File: config.mk
export PLATFORM = sky130hd
export DESIGN_NAME = i2s_frame_ctrl
export DESIGN_NICKNAME = d
export VERILOG_FILES = /design/src/rtl/i2s_frame_ctrl_pkg.sv /design/src/rtl/i2s_frame_ctrl_timer.sv /design/src/rtl/i2s_frame_ctrl.sv
export SDC_FILE = /design/constraint.sdc
export NUM_CORES = 1
export LEC_CHECK = 0
export BUFFER_PORTS_ARGS = -buffer_cell sky130_fd_sc_hd__buf_2
export CELL_PAD_IN_SITES_DETAIL_PLACEMENT = 0
export CELL_PAD_IN_SITES_GLOBAL_PLACEMENT = 1
export CORE_ASPECT_RATIO = 1.75
export CORE_MARGIN = 3
export CORE_UTILIZATION = 40
export DETAILED_ROUTE_END_ITERATION = 12
export PLACE_DENSITY = 0.95
export SYNTH_ARGS = -nofsm -noshare
export SYNTH_HDL_FRONTEND = slang
export SYNTH_HIERARCHICAL = 1
export SYNTH_SLANG_ARGS = --single-unit
export TNS_END_PERCENT = 1
File: constraint.sdc
create_clock -name bclk -period 4.21 [get_ports bclk]
set_clock_uncertainty 0.1 [all_clocks]
set_input_delay 0.2105 -clock bclk [delete_from_list [all_inputs] [get_ports bclk]]
set_output_delay 0.2105 -clock bclk [all_outputs]
set_load 0.02 [all_outputs]
File: src/rtl/i2s_frame_ctrl_pkg.sv
// Shared types and helpers for the i2s frame controller.
// State encodings match the i2s_trx bench expectations (3 bits).
package i2s_frame_ctrl_pkg;

    typedef enum logic [2:0] {
        ST_IDLE      = 3'd0,
        ST_RESET_TRX = 3'd1,
        ST_WARMUP    = 3'd2,
        ST_RUN       = 3'd3,
        ST_DRAIN     = 3'd4
    } state_t;

    localparam int CNT_W = 16;
    localparam logic [CNT_W-1:0] CNT_MAX = 16'hFFFF;

    function automatic logic [CNT_W-1:0] sat_inc(input logic [CNT_W-1:0] v);
        return (v == CNT_MAX) ? v : v + 1'b1;
    endfunction

    function automatic logic is_active(input state_t s);
        return (s == ST_WARMUP) || (s == ST_RUN) || (s == ST_DRAIN);
    endfunction

endpackage

File: src/rtl/i2s_frame_ctrl_timer.sv
// Frame timer: bit counter, registered lrclk, wrap and mid-frame strobes.
// start loads bit 0 with lrclk high so the first frame is full length.
module i2s_frame_ctrl_timer #(
    parameter int SLOT_BITS = 32
) (
    input  logic bclk,
    input  logic reset,
    input  logic clr,
    input  logic start,
    input  logic en,
    output logic lrclk,
    output logic wrap,
    output logic mid
);

    localparam int W = $clog2(2 * SLOT_BITS);
    localparam logic [W-1:0] LAST = W'(2 * SLOT_BITS - 1);
    localparam logic [W-1:0] MID  = W'(SLOT_BITS);

    logic [W-1:0] bit_ctr;
    logic [W-1:0] ctr_nxt;

    assign wrap    = (bit_ctr == LAST);
    assign mid     = (bit_ctr == MID);
    assign ctr_nxt = wrap ? '0 : bit_ctr + 1'b1;

    always_ff @(posedge bclk) begin
        if (reset || clr) begin
            bit_ctr <= '0;
            lrclk   <= 1'b0;
        end else if (start) begin
            bit_ctr <= '0;
            lrclk   <= 1'b1;
        end else if (en) begin
            bit_ctr <= ctr_nxt;
            lrclk   <= (ctr_nxt < MID);
        end
    end

endmodule

File: src/rtl/i2s_frame_ctrl.sv
// Bus master and sequencer for one i2s_trx: lrclk generation, trx start-up
// sequencing, and DSP-side tx/rx bridging with underrun/overrun accounting.
module i2s_frame_ctrl
    import i2s_frame_ctrl_pkg::*;
#(
    parameter int SAMPLE_SIZE   = 16,
    parameter int SLOT_BITS     = 32,
    parameter int RESET_CYCLES  = 4,
    parameter int WARMUP_FRAMES = 4,
    parameter int UNDERRUN_HOLD = 0
) (
    input  logic                   bclk,
    input  logic                   reset,
    input  logic                   run,
    output logic                   lrclk,
    output logic                   trx_reset,
    output logic                   trx_enable,
    input  logic                   trx_rx_valid,
    input  logic [SAMPLE_SIZE-1:0] trx_rx_l,
    input  logic [SAMPLE_SIZE-1:0] trx_rx_r,
    output logic [SAMPLE_SIZE-1:0] trx_tx_l,
    output logic [SAMPLE_SIZE-1:0] trx_tx_r,
    output logic                   rx_valid,
    input  logic                   rx_ready,
    output logic [SAMPLE_SIZE-1:0] rx_l,
    output logic [SAMPLE_SIZE-1:0] rx_r,
    input  logic                   tx_valid,
    output logic                   tx_ready,
    input  logic [SAMPLE_SIZE-1:0] tx_l,
    input  logic [SAMPLE_SIZE-1:0] tx_r,
    output logic                   running,
    output logic [CNT_W-1:0]       underrun_cnt,
    output logic [CNT_W-1:0]       overrun_cnt
);

    localparam int RC_W = $clog2(RESET_CYCLES + 1);
    localparam int WF_W = $clog2(WARMUP_FRAMES + 1);
    localparam logic [RC_W-1:0] RC_LAST = RC_W'(RESET_CYCLES - 1);
    localparam logic [WF_W-1:0] WF_LAST = WF_W'(WARMUP_FRAMES - 1);

    state_t state;
    state_t nxt;

    logic [RC_W-1:0] rst_cnt;
    logic [WF_W-1:0] warm_cnt;

    logic wrap;
    logic mid;
    logic tmr_clr;
    logic tmr_start;
    logic tmr_en;

    logic                   hold_valid;
    logic                   hold_nxt;
    logic [SAMPLE_SIZE-1:0] hold_l;
    logic [SAMPLE_SIZE-1:0] hold_r;

    logic streaming;
    logic xfer;
    logic tx_fire;
    logic rx_fire;

    always_comb begin
        nxt = state;
        unique case (state)
            ST_IDLE: begin
                if (run) nxt = ST_RESET_TRX;
            end
            ST_RESET_TRX: begin
                if (!run) nxt = ST_IDLE;
                else if (rst_cnt == RC_LAST) nxt = ST_WARMUP;
            end
            ST_WARMUP: begin
                if (!run) nxt = ST_IDLE;
                else if (wrap && warm_cnt == WF_LAST) nxt = ST_RUN;
            end
            ST_RUN: begin
                if (!run) nxt = ST_DRAIN;
            end
            ST_DRAIN: begin
                if (wrap) nxt = ST_IDLE;
            end
            default: nxt = ST_IDLE;
        endcase
    end

    assign tmr_start = (state == ST_RESET_TRX) && (nxt == ST_WARMUP);
    assign tmr_clr   = !tmr_start && !is_active(nxt);
    assign tmr_en    = is_active(state) && is_active(nxt);

    i2s_frame_ctrl_timer #(
        .SLOT_BITS(SLOT_BITS)
    ) u_timer (
        .bclk (bclk),
        .reset(reset),
        .clr  (tmr_clr),
        .start(tmr_start),
        .en   (tmr_en),
        .lrclk(lrclk),
        .wrap (wrap),
        .mid  (mid)
    );

    always_ff @(posedge bclk) begin
        if (reset) begin
            state      <= ST_IDLE;
            rst_cnt    <= '0;
            warm_cnt   <= '0;
            trx_reset  <= 1'b1;
            trx_enable <= 1'b0;
            running    <= 1'b0;
        end else begin
            state      <= nxt;
            trx_reset  <= !is_active(nxt);
            trx_enable <= is_active(nxt);
            running    <= (nxt == ST_RUN);
            if (state != nxt) begin
                rst_cnt  <= '0;
                warm_cnt <= '0;
            end else begin
                if (state == ST_RESET_TRX) rst_cnt <= rst_cnt + RC_W'(1);
                if (state == ST_WARMUP && wrap) warm_cnt <= warm_cnt + WF_W'(1);
            end
        end
    end

    // Transfer happens mid-frame, well away from the trx latch at frame start.
    assign streaming = (state == ST_RUN) || (state == ST_DRAIN);
    assign xfer      = streaming && mid;
    assign tx_fire   = tx_valid && tx_ready;
    assign rx_fire   = rx_valid && rx_ready;

    always_comb begin
        hold_nxt = hold_valid;
        if (state == ST_IDLE) hold_nxt = 1'b0;
        else if (tx_fire) hold_nxt = 1'b1;
        else if (xfer) hold_nxt = 1'b0;
    end

    always_ff @(posedge bclk) begin
        if (reset) begin
            hold_valid   <= 1'b0;
            hold_l       <= '0;
            hold_r       <= '0;
            tx_ready     <= 1'b1;
            trx_tx_l     <= '0;
            trx_tx_r     <= '0;
            underrun_cnt <= '0;
        end else begin
            hold_valid <= hold_nxt;
            tx_ready   <= !hold_nxt;
            if (tx_fire) begin
                hold_l <= tx_l;
                hold_r <= tx_r;
            end
            if (!streaming) begin
                trx_tx_l <= '0;
                trx_tx_r <= '0;
            end else if (xfer) begin
                if (hold_valid) begin
                    trx_tx_l <= hold_l;
                    trx_tx_r <= hold_r;
                end else begin
                    underrun_cnt <= sat_inc(underrun_cnt);
                    if (UNDERRUN_HOLD == 0) begin
                        trx_tx_l <= '0;
                        trx_tx_r <= '0;
                    end
                end
            end
        end
    end

    always_ff @(posedge bclk) begin
        if (reset) begin
            rx_valid    <= 1'b0;
            rx_l        <= '0;
            rx_r        <= '0;
            overrun_cnt <= '0;
        end else if (state == ST_IDLE) begin
            rx_valid <= 1'b0;
        end else if (streaming && trx_rx_valid) begin
            if (!rx_valid || rx_ready) begin
                rx_l     <= trx_rx_l;
                rx_r     <= trx_rx_r;
                rx_valid <= 1'b1;
            end else begin
                overrun_cnt <= sat_inc(overrun_cnt);
            end
        end else if (rx_fire) begin
            rx_valid <= 1'b0;
        end
    end

endmodule

==> results.md, run 1 <==
* Syn nets at 820
* Gr usage total at 0.205
* Fillers at around 1400
* Synth area leaders: dfxtp_1 49%, nand2_1 11%, a21oi_1 9.0%, xnor2_1 3.9%, nand3_1 3.8%
* DR iter-0 viols at about 220
* CP startpoint kind: register
* Critical path class: reg2reg
* Initial Util at 0.407
* Max Fclk at 0.360 GHz
* Buffers on Ports at 171
* Cell Area, Synth at approximately 0.006 mm^2
* CTS hold repair buffers at 64
* Via count of the routed design at 5981
* CP required at 4.45 ns
* Max Root-Sink Buffers at 2
* Routability cong. at 0.821
* Slew @ Worst Pin at ~1.1 ns
* Yosys top cell by area: dfxtp_1
* Syn Inst Count at ~740
* Diode count at 0
* Core ar. at 0.0149 mm^2
* Synth cell types at 52
* Async set or reset register ratio after synthesis at 0
* Slowest stage delay, CP at ~0.67 ns
* # rows at 59
* Cell Count, Final, Fillers Out at approximately 1200
* Hpwl dp at 11000 um
* DR vias/cell at slightly above 5
* CP endpoint kind: register
* Fin crit share at 0.660
* Number of flops mapped to enable cells by yosys at 0
* CTS Sinks at 150
* CTS buffer count at 17
* DRC at 0
* Status: complete, no violations
* Area share of the largest cell type after synthesis at 0.494
* Placed cells at approximately 1100
* Cell-by-cell listing of the critical path: ha_1 -> and3_1 -> nand3_2 -> inv_1 -> nand3b_1 -> o21a_1 -> a21oi_1 -> nor3_1 -> or3_1 -> a41oi_1
* Setup Slack @ Placement at between 1 and 1.5 ns
* Pins Over Slew Limit at 0
* DIE WIDTH at about 99 um
* Clock transition at path regs at roughly 0.07 ns
* Wire per inst at approximately 15 um
* Number of global-route vias before repair at approximately 5800
* Die Area at around 0.017 mm^2
* Skew-Pair Late Insertion Delay at ~0.42 ns
* Area grow syn2layout at 35.8%
* Setup TNS at 0 ns
* CP max stage cell: a21oi_1
* Largest net degree at the start of global routing at 57
* # IOs at roughly 170
* Max_slew headroom at 0.236
* Die Span Y at 169 um
* Worst Path Max Fanout at 12
* P_leak at between 3 and 4 nW
* Worst VDD drop at roughly 220 uV
* Mapped Avg Cell Area at approximately 8.2 um^2
* CTS tree: yes
* Max Cap Viol at 0
* Post-CTS Setup Repair Bufs at 0
* Root Driver: clkbuf_16
* Final nets at 1033
* Final min period at 2.78 ns
* Post-cts sizing count at 0
* Final WS setup at ~1.4 ns
* H-tree depth at 4
* Total Wirelength at 17200 um
* Arrival time of the worst setup path at between 3 and 4 ns
* Pwr/cell area at around 380 mW/mm^2
* Final hold vios at 0
* GRT overflow at 0
* Share of cells above drive strength 1 at 0.237
* Register bit total from synthesis at 150
* Top FF cell, synth: dfxtp_1
* Min-delay worst type: in2reg
* Detail Route Antenna Nets at 0
* Post-synthesis sequential area ratio at 0.494
* DR pass1 iterations at 4
* Synth warn at 6
* Core Util, Final at 0.553
* Initial antenna violation count at 0
* First-pass GRT wire length at 27900 um
* RSZ-0062 raised after global routing: no
* Setup violators final at 0
per-stage QoR:
stage / hold WS [ns] / power, mW / instance area, um^2
floorplan: 0.246 / 1.53 / 6070
global placement: 0.336 / 1.58 / 7020
detailed placement: 0.342 / 1.58 / 7020
CTS: 0.0170 / 3.13 / 8250
global route: 0.0202 / 3.21 / 8250
finish: 0.0296 / 3.10 / 8250
worst paths after layout:
kind	from	to	cells past startpoint	slack, ns
max	u_timer/bit_ctr[0]$_SDFFE_PP0P_	u_timer/lrclk$_SDFFE_PP0P_	10	1.43
min reg2reg	trx_tx_r[4]$_SDFFE_PP0P_	trx_tx_r[4]$_SDFFE_PP0P_	2	0.35
max reg2reg	u_timer/bit_ctr[0]$_SDFFE_PP0P_	u_timer/lrclk$_SDFFE_PP0P_	10	1.43
min	run	running$_SDFF_PP0_	2	0.03
cell usage after synthesis (2+ instances only):
cell and number:
nand2_1 180, dfxtp_1 150, a21oi_1 109, nand3_1 46
nor2_1 46, clkbuf_1 28, xnor2_1 27, buf_2 17
nor3_1 14, inv_1 12, nand4_1 10, ha_1 8
nand2b_1 8, nor3b_1 6, a211oi_1 5, nor4_1 5
or3_1 5, and3_1 4, buf_1 4, nor2b_1 4
nor4b_1 4, o21ai_0 4, a41oi_1 3, mux2i_1 3
nor4_2 3, a21o_1 2, and3b_1 2, and4_1 2
nand3_2 2, o211ai_1 2, o21ai_1 2, o21ai_2 2
o31ai_1 2, or2_1 2, xor2_1 2
layer usage:
metal,wire length [um],vias up,track usage
li1,-,2949,-
met1,6710,2783,0.220
met2,8970,196,0.366
met3,737,53,0.0449
met4,778,0,0.117
met5,0,-,0
cell type report:
cell class | count | area, um^2 | share of cell area
Timing Repair Buffer | 243 | 1560 | 0.189
Inverter | 12 | 45.0 | 0.00546
Sequential cell | 150 | 3000 | 0.364
Clock inverter | 15 | 156 | 0.0190
Clock buffer | 17 | 425 | 0.0516
Multi-Input combinational cell | 531 | 2830 | 0.343
Tap cell | 183 | 229 | 0.0278
report_power, final:
part	leakage [nW]	switching [mW]	internal, mW
clock	0.283	0.658	0.840
combinational	1.75	0.0712	0.0798
sequential	1.21	0.0113	1.44
total	3.25	0.740	2.36
sequential cells by signal, summed over array words and instances, names as in the netlist:
signal / cells
u_timer/bit_ctr: 6
trx_enable: 1
trx_reset: 1
trx_tx_l: 16
hold_r: 16
rx_valid: 1
warm_cnt: 3
hold_valid: 1
rx_l: 16
overrun_cnt: 16
running: 1
underrun_cnt: 16
trx_tx_r: 16
hold_l: 16
u_timer/lrclk: 1
rx_r: 16
tx_ready: 1
state: 3
rst_cnt: 3
placed cells by master, fill, tap and decap left out, types with 3 or more instances in the layout:
master,count
a211oi_1,5
a21oi_1,109
a41oi_1,3
and3_1,4
buf_2,170
buf_4,9
clkbuf_16,17
dfxtp_1,150
dlygate4sd3_1,64
ha_1,8
inv_1,12
inv_6,5
inv_8,4
mux2i_1,3
nand2_1,180
nand2b_1,8
nand3_1,46
nand4_1,10
nor2_1,46
nor3_1,14
nor3b_1,6
nor4_1,5
nor4_2,3
nor4b_1,4
o21ai_0,4
o21ai_2,3
or3_1,5
xnor2_1,27
critical path: cells and delay by family (launching register included):
kind                     cells  cell delay [ns]
buffers and inverters        1             0.09
AO/OA/AOI/OAI                3             0.98
AND/OR/NAND/NOR              5             0.95
adder cells (fa/ha/maj)      1             0.25
flip-flops                   1             0.35
kinds of logic (layout without fill, tap and decap cells):
group,after synthesis,count (layout),share of synthesized area
buf+inv,61,287,0.0412
compound gates,140,140,0.130
fa+ha+maj,8,8,0.0165
flops,150,150,0.494
simple gates,351,351,0.271
xor+xnor,29,29,0.0418
mux,3,3,0.00494
Power figures use the tool's default switching activity.
==> inputs of run 2 (changes only) <==
--- a/config.mk
+++ b/config.mk
@@ -10,9 +10,9 @@
 export CELL_PAD_IN_SITES_GLOBAL_PLACEMENT = 1
 export CORE_ASPECT_RATIO = 1.75
 export CORE_MARGIN = 3
-export CORE_UTILIZATION = 40
+export CORE_UTILIZATION = 38
 export DETAILED_ROUTE_END_ITERATION = 12
-export PLACE_DENSITY = 0.95
+export PLACE_DENSITY = 0.91
 export SYNTH_ARGS = -nofsm -noshare
 export SYNTH_HDL_FRONTEND = slang
 export SYNTH_HIERARCHICAL = 1
==> constraint.sdc (replaced) <==
create_clock -name bclk -period 2.6 [get_ports bclk]
set_clock_uncertainty 0.1 [all_clocks]
set_input_delay 0.13 -clock bclk [delete_from_list [all_inputs] [get_ports bclk]]
set_output_delay 0.13 -clock bclk [all_outputs]
set_load 0.02 [all_outputs]
==> results.md, run 2 (synthesized netlist as in run 1, its figures left out) <==
* Status: complete, no violations
* Gr usage total at 0.200 (-0.00554)
* Detail Route Antenna Nets at 0 (unchanged)
* CP max stage cell: dlygate4sd3_1
* Area grow syn2layout at 38.6%
* Max Cap Viol at 0 (unchanged)
* CTS tree: yes
* Core Util, Final at 0.542 (-0.0113)
* Commonest non-fill, non-tap cell in the layout: nand2_1
* Max layer used: met4
* Pwr/cell area at 597 mW/mm^2 (+59%)
* Pins Over Slew Limit at 0 (unchanged)
* Final hold vios at 0 (unchanged)
* Cell-by-cell listing of the critical path: and3b_2 -> o21ai_1 -> nand2b_1 -> buf_4 -> nand2_1 -> a21oi_1 -> dlygate4sd3_1
* Min-delay worst type: in2reg
* Routed metal-1 wirelength at 6750 um (+0.66%)
* DR pass1 iterations at 5 (+1)
* CTS Sinks at 150 (unchanged)
* Post-DP Area at 0.00710 mm^2 (+1.0%)
* CP endpoint kind: register
* Die Span Y at 173 um (+2.5%)
* CTS buffer count at 17 (unchanged)
* Worst Path Max Fanout at 32 (+20)
* Final nets at 1050 (+1.6%)
* DIE WIDTH at 102 um (+2.4%)
* Hpwl dp at 11300 um (+3.6%)
* GRT overflow at 0 (unchanged)
* Number of global-route vias before repair at 5844 (+0.086%)
* Initial antenna violation count at 0 (unchanged)
* CP required at 2.86 ns (-1.59 ns)
* Cell Count, Final, Fillers Out at 1171 (+1.7%)
* Largest net degree at the start of global routing at 45 (-21%)
* Diode count at 0 (unchanged)
* Setup violators final at 0 (unchanged)
* Clock transition at path regs at 0.07 ns (about the same)
* First-pass GRT wire length at 28300 um (+1.3%)
* Design Area, Final at 0.00842 mm^2 (+2.1%)
* Wire per inst at 14.8 um (-0.64%)
* Gate power share at 0.050 (about the same)
* Fin crit share at 0.943 (+0.282)
* Root Driver: clkbuf_16
* Sw frac at 0.251 (+0.0120)
* Max Root-Sink Buffers at 2 (unchanged)
* Final Total Pwr at 5.03 mW (+62%)
* Critical path class: reg2reg
* DR vias/cell at 5.07 (-2.5%)
* Arrival time of the worst setup path at 2.71 ns (-0.31 ns)
* Fillers at 1445 (+2.5%)
* Skew-Pair Late Insertion Delay at 0.42 ns (about the same)
* Via count of the routed design at 5932 (-0.82%)
* DRC at 0 (unchanged)
* Setup Slack @ Placement at 0.381 ns (-1.09 ns)
* Share of total power in sequential cells at 0.467 (about the same)
* Routed wl met3 at 781 um (+6.0%)
* Most frequent cells in the layout: 180 x nand2_1, 170 x buf_2, 148 x dfxtp_1
* # IOs at 172 (unchanged)
* CP startpoint kind: register
* Total Wirelength at 17400 um (+1.1%)
* Core ar. at 0.0155 mm^2 (+4.2%)
* # rows at 60 (+1.7%)
* Share of cells above drive strength 1 at 0.248 (+0.0111)
* DR iter-0 viols at 241 (+11%)
* Clock power frac at 0.483 (about the same)
* Routed met2 length at 9140 um (+1.9%)
* Max_slew headroom at 0.518 (+0.282)
* Final min period at 2.45 ns (-0.329 ns)
* Placed cells at 1067 (+1.1%)
* Slowest stage delay, CP at 0.55 ns (-0.12 ns)
* Worst VDD drop at 398 uV (+78%)
* Buffers on Ports at 171 (unchanged)
* Die Area at 0.0176 mm^2 (+5.0%)
* Slew @ Worst Pin at 0.717 ns (-0.426 ns)
* Max Fclk at 0.408 GHz (+13%)
* Routability cong. at 0.863 (+5.1%)
* Initial Util at 0.391 (-0.0165)
* Sw power at 1.26 mW (+70%)
* H-tree depth at 4 (unchanged)
* P_leak at 3.35 nW (+3.0%)
* Final WS setup at 0.149 ns (-1.28 ns)
* P_int at 3.77 mW (+60%)
==> run 2: cell count changes in the layout (fill, tap and decap cells not counted), sizes merged <==
cell	before	now
inv	21	19
dlygate4sd3	64	69
clkinv	3	7
bufinv	1	0
buf	179	191
clkinvlp	2	1
==> run 2: worst max-delay path: cells and delay by family (launching register included) <==
kind / cells / cell delay, ns
AO/OA/AOI/OAI: 2 / 0.38
buffers and inverters: 2 / 0.88
flip-flops: 1 / 0.49
AND/OR/NAND/NOR: 3 / 0.55
==> run 2: path summary, 6_finish.rpt <==
path	to	depth (start not counted)	slack, ns	start
max	rx_l[7]$_SDFFE_PP0P_	7	0.15	state[2]$_SDFF_PP0_
min	hold_r[10]$_SDFFE_PP0P_	5	0.20	tx_valid
max reg2reg	rx_l[7]$_SDFFE_PP0P_	7	0.15	state[2]$_SDFF_PP0_
min reg2reg	trx_tx_l[0]$_SDFFE_PP0P_	2	0.35	trx_tx_l[0]$_SDFFE_PP0P_
==> run 2: metrics by stage <==
step	TNS [ns]	hold slack (ns)
floorplan	0	0.166
global placement	0	0.269
detailed placement	0	0.276
CTS	0	0.178
global route	-0.0567	0.213
finish	0	0.205
==> run 2: timing repair <==
| item | in CTS | in global routing |
|---|---|---|
| gates resized for setup | 0 | 3 |
| hold buffers | 69 | 0 |
| endpoints found under the setup margin | 0 | 1 |
| setup buffers | 0 | 3 |
| endpoints found under the hold margin | 73 | 0 |
==> run 2: layout make-up <==
| cell class | count | area, um^2 | share of cell area |
|---|---|---|---|
| multi-input cells | 531 | 2830 | 0.336 |
| repair buffers | 260 | 1700 | 0.202 |
| inverters | 12 | 45.0 | 0.00535 |
| flip-flops and latches | 150 | 3010 | 0.357 |
| clock inverters | 15 | 180 | 0.0214 |
| well taps | 186 | 233 | 0.0276 |
| clock buffers | 17 | 425 | 0.0505 |
==> run 2: power by group through the flow <==
stage	combinational, mW	sequential [mW]	clock [mW]
2_1_floorplan	0.0902	2.39	0
3_3_place_gp	0.170	2.40	0
3_5_place_dp	0.172	2.40	0
4_1_cts	0.252	2.35	2.50
5_1_grt	0.279	2.35	2.60
6_report	0.253	2.35	2.43
==> run 2: layer usage <==
layer,vias up,track usage
li1,2975,-
met1,2735,0.224
met2,177,0.349
met3,45,0.0322
met4,0,0.111
met5,-,0
